**config.mk**
```make
export PLATFORM = sky130hd
export DESIGN_NAME = sprite_layer_mixer
export DESIGN_NICKNAME = d
export VERILOG_FILES = /design/src/rtl/sprite_layer_mixer.sv
export SDC_FILE = /design/constraint.sdc
export NUM_CORES = 1
export LEC_CHECK = 0
export BUFFER_PORTS_ARGS = -buffer_cell sky130_fd_sc_hd__buf_2
export CAP_MARGIN = 0
export CORE_MARGIN = 5
export CORE_UTILIZATION = 48
export DETAILED_ROUTE_END_ITERATION = 10
export PLACE_DENSITY = 0.84
export SLEW_MARGIN = 0
export SYNTH_ARGS = -nofsm -noshare
export SYNTH_HDL_FRONTEND = slang
export SYNTH_SLANG_ARGS = --single-unit
export TNS_END_PERCENT = 20
```
**constraint.sdc**
```tcl
create_clock -name vga_clk -period 4.05 [get_ports vga_clk]
set_clock_uncertainty 0.05 [all_clocks]
set_input_delay 0.2025 -clock vga_clk [delete_from_list [all_inputs] [get_ports vga_clk]]
set_output_delay 0.2025 -clock vga_clk [all_outputs]
set_load 0.01 [all_outputs]
```
**src/rtl/sprite_layer_mixer.sv**
```systemverilog
`default_nettype none
// ============================================================================
// Module      : sprite_layer_mixer
// Description : Final compositing stage between the per-sprite renderers and
//               the VGA pins. Re-aligns each layer's combinational alpha flag
//               with its registered RGB, selects the highest-priority opaque
//               and enabled layer for every pixel (falling back to the
//               background colour), and delays hsync/vsync/blank by the same
//               two-cycle latency as the colour path. Per-layer enables are
//               taken from layer_en_req only on the falling edge of vsync so
//               that a sprite can never be switched on or off mid-frame.
//
//               Optional feature macro: SPRITE_MIXER_FLASH_EN
//                 Defined   - flash_req starts a hit flash lasting
//                             FLASH_FRAMES frames; red is boosted by +6
//                             (saturating at 15) while it is running.
//                 Undefined - flash_req is ignored, red passes unmodified.
//
// Ports       : vga_clk       pixel clock
//               reset_n       asynchronous active-low reset
//               blank         1 = active video (same timing as DrawX/DrawY)
//               hs, vs        active-low syncs, aligned with blank
//               layer_rgb     per-layer {r,g,b}; layer k at [12k+11:12k]
//               layer_a       per-layer alpha, one cycle ahead of layer_rgb
//               layer_en_req  requested layer enables (sampled per frame)
//               bg_rgb        background colour, timed like layer_rgb
//               flash_req     single-cycle hit-flash trigger
//               red/green/blue  VGA colour outputs
//               hs_out, vs_out, blank_out  syncs/blank delayed by 2 cycles
//               top_layer     winning layer index, NUM_LAYERS = background
//               frame_count   falling vsync edges seen since reset
//
// Revision    : 1.0 - initial release
// ============================================================================
module sprite_layer_mixer #(
  parameter int NUM_LAYERS   = 4,
  parameter int FLASH_FRAMES = 8
) (
  input  logic                         vga_clk,
  input  logic                         reset_n,
  input  logic                         blank,
  input  logic                         hs,
  input  logic                         vs,
  input  logic [NUM_LAYERS*12-1:0]     layer_rgb,
  input  logic [NUM_LAYERS-1:0]        layer_a,
  input  logic [NUM_LAYERS-1:0]        layer_en_req,
  input  logic [11:0]                  bg_rgb,
  input  logic                         flash_req,
  output logic [3:0]                   red,
  output logic [3:0]                   green,
  output logic [3:0]                   blue,
  output logic                         hs_out,
  output logic                         vs_out,
  output logic                         blank_out,
  output logic [$clog2(NUM_LAYERS):0]  top_layer,
  output logic [15:0]                  frame_count
);

  localparam int                IDX_W  = $clog2(NUM_LAYERS) + 1;
  localparam logic [IDX_W-1:0]  BG_IDX = IDX_W'(NUM_LAYERS);

  // --------------------------------------------------------------------------
  // Stage 1: alpha alignment and sync/blank tap 1
  // --------------------------------------------------------------------------
  logic [NUM_LAYERS-1:0] a_q;
  logic                  blank_t1;
  logic                  hs_t1;
  // vs_q doubles as the vsync pipeline tap and the edge-detect history.
  logic                  vs_q;

  always_ff @(posedge vga_clk or negedge reset_n) begin
    if (!reset_n) begin
      a_q      <= '0;
      blank_t1 <= 1'b0;
      hs_t1    <= 1'b1;
      vs_q     <= 1'b1;
    end else begin
      a_q      <= layer_a;
      blank_t1 <= blank;
      hs_t1    <= hs;
      vs_q     <= vs;
    end
  end

  // One pulse per high-to-low vsync transition, however long vs stays low.
  logic vs_fall;
  assign vs_fall = vs_q & ~vs;

  // --------------------------------------------------------------------------
  // Frame-boundary state: active enables and frame counter
  // --------------------------------------------------------------------------
  logic [NUM_LAYERS-1:0] en_act;
  logic [15:0]           frame_cnt;

  always_ff @(posedge vga_clk or negedge reset_n) begin
    if (!reset_n) begin
      en_act    <= '0;
      frame_cnt <= 16'd0;
    end else if (vs_fall) begin
      en_act    <= layer_en_req;
      frame_cnt <= frame_cnt + 16'd1;
    end
  end

  assign frame_count = frame_cnt;

  // --------------------------------------------------------------------------
  // Priority select: lowest-index opaque, enabled layer wins.
  // Scanning from the top index down lets lower indices overwrite the result.
  // --------------------------------------------------------------------------
  logic [IDX_W-1:0] win_idx;
  logic [11:0]      win_rgb;

  always_comb begin
    win_idx = BG_IDX;
    win_rgb = bg_rgb;
    for (int k = NUM_LAYERS - 1; k >= 0; k--) begin
      if (a_q[k] && en_act[k]) begin
        win_idx = IDX_W'(k);
        win_rgb = layer_rgb[12*k +: 12];
      end
    end
  end

  // --------------------------------------------------------------------------
  // Hit flash
  // --------------------------------------------------------------------------
  logic [3:0] red_sel;

`ifdef SPRITE_MIXER_FLASH_EN
  logic [3:0] flash_cnt;
  logic [4:0] red_sum;

  // A new request always reloads, including on a frame edge.
  always_ff @(posedge vga_clk or negedge reset_n) begin
    if (!reset_n) begin
      flash_cnt <= 4'd0;
    end else if (flash_req) begin
      flash_cnt <= 4'(FLASH_FRAMES);
    end else if (vs_fall && (flash_cnt != 4'd0)) begin
      flash_cnt <= flash_cnt - 4'd1;
    end
  end

  // Saturating +6 on red only.
  assign red_sum = {1'b0, win_rgb[11:8]} + 5'd6;
  assign red_sel = (flash_cnt == 4'd0) ? win_rgb[11:8]
                 : (red_sum[4] ? 4'hF : red_sum[3:0]);
`else
  logic unused_flash_req;
  assign unused_flash_req = flash_req;
  assign red_sel          = win_rgb[11:8];
`endif

  // --------------------------------------------------------------------------
  // Stage 2: registered VGA outputs
  // --------------------------------------------------------------------------
  always_ff @(posedge vga_clk or negedge reset_n) begin
    if (!reset_n) begin
      red       <= 4'd0;
      green     <= 4'd0;
      blue      <= 4'd0;
      hs_out    <= 1'b1;
      vs_out    <= 1'b1;
      blank_out <= 1'b0;
      top_layer <= BG_IDX;
    end else begin
      hs_out    <= hs_t1;
      vs_out    <= vs_q;
      blank_out <= blank_t1;
      if (blank_t1) begin
        red       <= red_sel;
        green     <= win_rgb[7:4];
        blue      <= win_rgb[3:0];
        top_layer <= win_idx;
      end else begin
        // Colour must be black outside active video for the DAC.
        red       <= 4'd0;
        green     <= 4'd0;
        blue      <= 4'd0;
        top_layer <= BG_IDX;
      end
    end
  end

endmodule
`default_nettype wire
```
==> out/metrics.cfg <==
[clock_tree]
clk_pin_slew_worst_paths_ns=0.08
clock_tree.htree_level_count=2
cts_buffer_depth=2
tritoncts=done
clk_latency_ns=0.30
numCtsBuffers=5
cts-resized-gates=0
clk_root_buffer_cell=clkbuf_8
cts.sinks=45

[detailed_routing]
via_per_inst=5.51
vias=1966
drtIter0Drc=115
wl_per_cell_um=15.8
wirelength_um=5660
antenna_left=0
firstDrtPassIters=5
drc=0

[global_route]
grt_usage_pct=20.5
grt_max_degree=46
overflow=0
grt_pass1_vias=1845
grt_antenna_before_repair=0
grt_pass1_wl_um=8670

[logic_synthesis]
synth_async_sr_flop_share_pct=100
synth_cell_types=27
syn_nets=273
syn_area_per_cell_um2=10.4
ys_seq_elements=45
synth-edff-count=0
ys_seq_area_share_pct=55.1
syn_area_mm2=0.00206
synth_ff_type=dfrtp_1
ys_warn_count=0
syn_inst=198

[critical_path]
cp-start-kind=flip-flop
timing.rr.start=en_act[3]$_DFFE_PN0P_
path_max_fanout=15
rr_worst_depth=4
r2r_end=blue[0]$_DFF_PN0_
end_kind=flip-flop
cp.arrival_ns=1.86
critPathRequiredTime_ns=4.13
critPathKind=flip-flop to flip-flop
r2r_setup_slack_ns=2.27

[sta]
finalMaxSlewViolations=0
setup_slack_ns=2.27
fin_crit_sh_pct=44.0
rsz0062_at_grt=false
setup_viol=0
hold_viol_final=0
fin_crit_ns=1.78
worst_pin_slew_ns=0.959
fmax_mhz=561
slew_headroom_pct=36.1
fin_setup_tns_ns=0

[floorplan]
io_pins=108
num_rows=23
core_area_mm2=0.00409
die_h_um=75.4
start_util_pct=50.3
die_area_mm2=0.00569
die_w_um=75.4

[finish]
mostFrequentLayoutCells=106 x buf_2, 40 x dfrtp_1, 35 x nand2_1, 24 x o21ai_0, 18 x nand3_1
final_common_cell=buf_2
antenna_cells=0
fin_nets=381
drive_gt1_share_pct=45.6
syn2layout_area_growth_pct=34.3

[pwr]
ir_drop_mv=0.329
leakagePower_nw=1.38
powerDensity_mw_per_mm2=408

[min_path]
hp-class=input pin to asynchronous set/reset pin

[flow_run]
maxCapViolCount=0

[placed_design]
place_congestion=0.821
portBuffers=106
place_ws_ns=2.26

[status]
status=complete, no violations

==> cell usage after synthesis, types with 4 or more instances <==
library cell	n	area, µm²
clkbuf_1	4	15.0
a31oi_1	12	75.1
o21ai_0	24	120
mux2_2	5	56.3
dfrtp_1	40	1000
nand2_1	35	131
dfstp_2	5	131
nand4_1	5	31.3
xnor2_1	13	114
nand3_1	18	90.1
a31o_2	12	105
buf_2	5	25.0
==> where the power goes <==
group	switching, mW	internal, mW
Clock	0.145	0.154
Combinational	0.133	0.127
Sequential	0.0607	0.507
Total	0.339	0.789
==> area by class of cell <==
| cell class | instances | area [µm²] |
|---|---|---|
| clock buffer | 7 | 96.3 |
| clock inverter | 1 | 5.00 |
| fill | 341 | 1330 |
| inverter | 2 | 7.51 |
| multi-input combinational | 139 | 857 |
| sequential | 45 | 1130 |
| tap | 50 | 62.6 |
| timing repair buffer | 113 | 601 |
==> kinds of logic after synthesis <==
family	count (synthesis)	synth area share [%]
multiplexers	5	2.74
AND/OR/NAND/NOR	68	16.7
adder cells (fa/ha/maj)	1	0.609
flip-flops	45	55.1
XOR/XNOR	15	6.39
buffers and inverters	14	3.23
AO/OA/AOI/OAI	50	15.2
==> metrics by stage <==
step	power, mW	instance area (µm²)	util, %	hold WS, ns	std cells
6_report	1.13	2760	67.6	0.00350	357
3_5_place_dp	0.835	2590	63.4	0.259	342
2_1_floorplan	0.715	2060	-	-0.143	198
5_1_grt	1.19	2760	67.6	0.0684	357
3_3_place_gp	0.826	2590	63.4	0.257	342
4_1_cts	1.14	2760	67.6	0.0287	357
==> flip-flops by register name, indices dropped and copies added (netlist names) <==
signal and flops:
red 4, blue 4, blank_out 1, blank_t1 1, frame_count 16, hs_t1 1
vs_out 1, vs_q 1, a_q 4, green 4, top_layer 3, hs_out 1
en_act 4
==> worst max-delay path by stage <==
stage                                from                           to  slack, ns  cells past startpoint
finish              en_act[3]$_DFFE_PN0P_            blue[0]$_DFF_PN0_       2.27                      4
global route               vs_q$_DFF_PN1_  frame_count[14]$_DFFE_PN0P_       2.13                      4
CTS                        vs_q$_DFF_PN1_  frame_count[14]$_DFFE_PN0P_       2.24                      4
detailed placement         vs_q$_DFF_PN1_  frame_count[14]$_DFFE_PN0P_       2.26                      4
global placement           vs_q$_DFF_PN1_   frame_count[6]$_DFFE_PN0P_       2.29                      4
floorplan                  vs_q$_DFF_PN1_   frame_count[6]$_DFFE_PN0P_       2.58                      6
==> metal layers <==
layer / track usage [%] / part of all wire [%]
met1: 25.5 / 39
met3: 4.75 / 7.7
met4: 9.13 / 2.7
met2: 34.1 / 51
met5: 0 / 0
==> critical path, cell delays in order, from the launching register on <==
cell and delay, ns:
dfrtp_1 0.64, nand2_1 0.44, nand2_1 0.22, a31o_2 0.17, a31oi_1 0.09
==> timing repair <==
action / in CTS / in global routing
buffers inserted: 0 / 0
endpoints found under the hold margin: 7 / 0
endpoints found under the setup margin: 0 / 0
hold buffers: 7 / 0
Note: power is estimated with default switching activity, not from simulation.
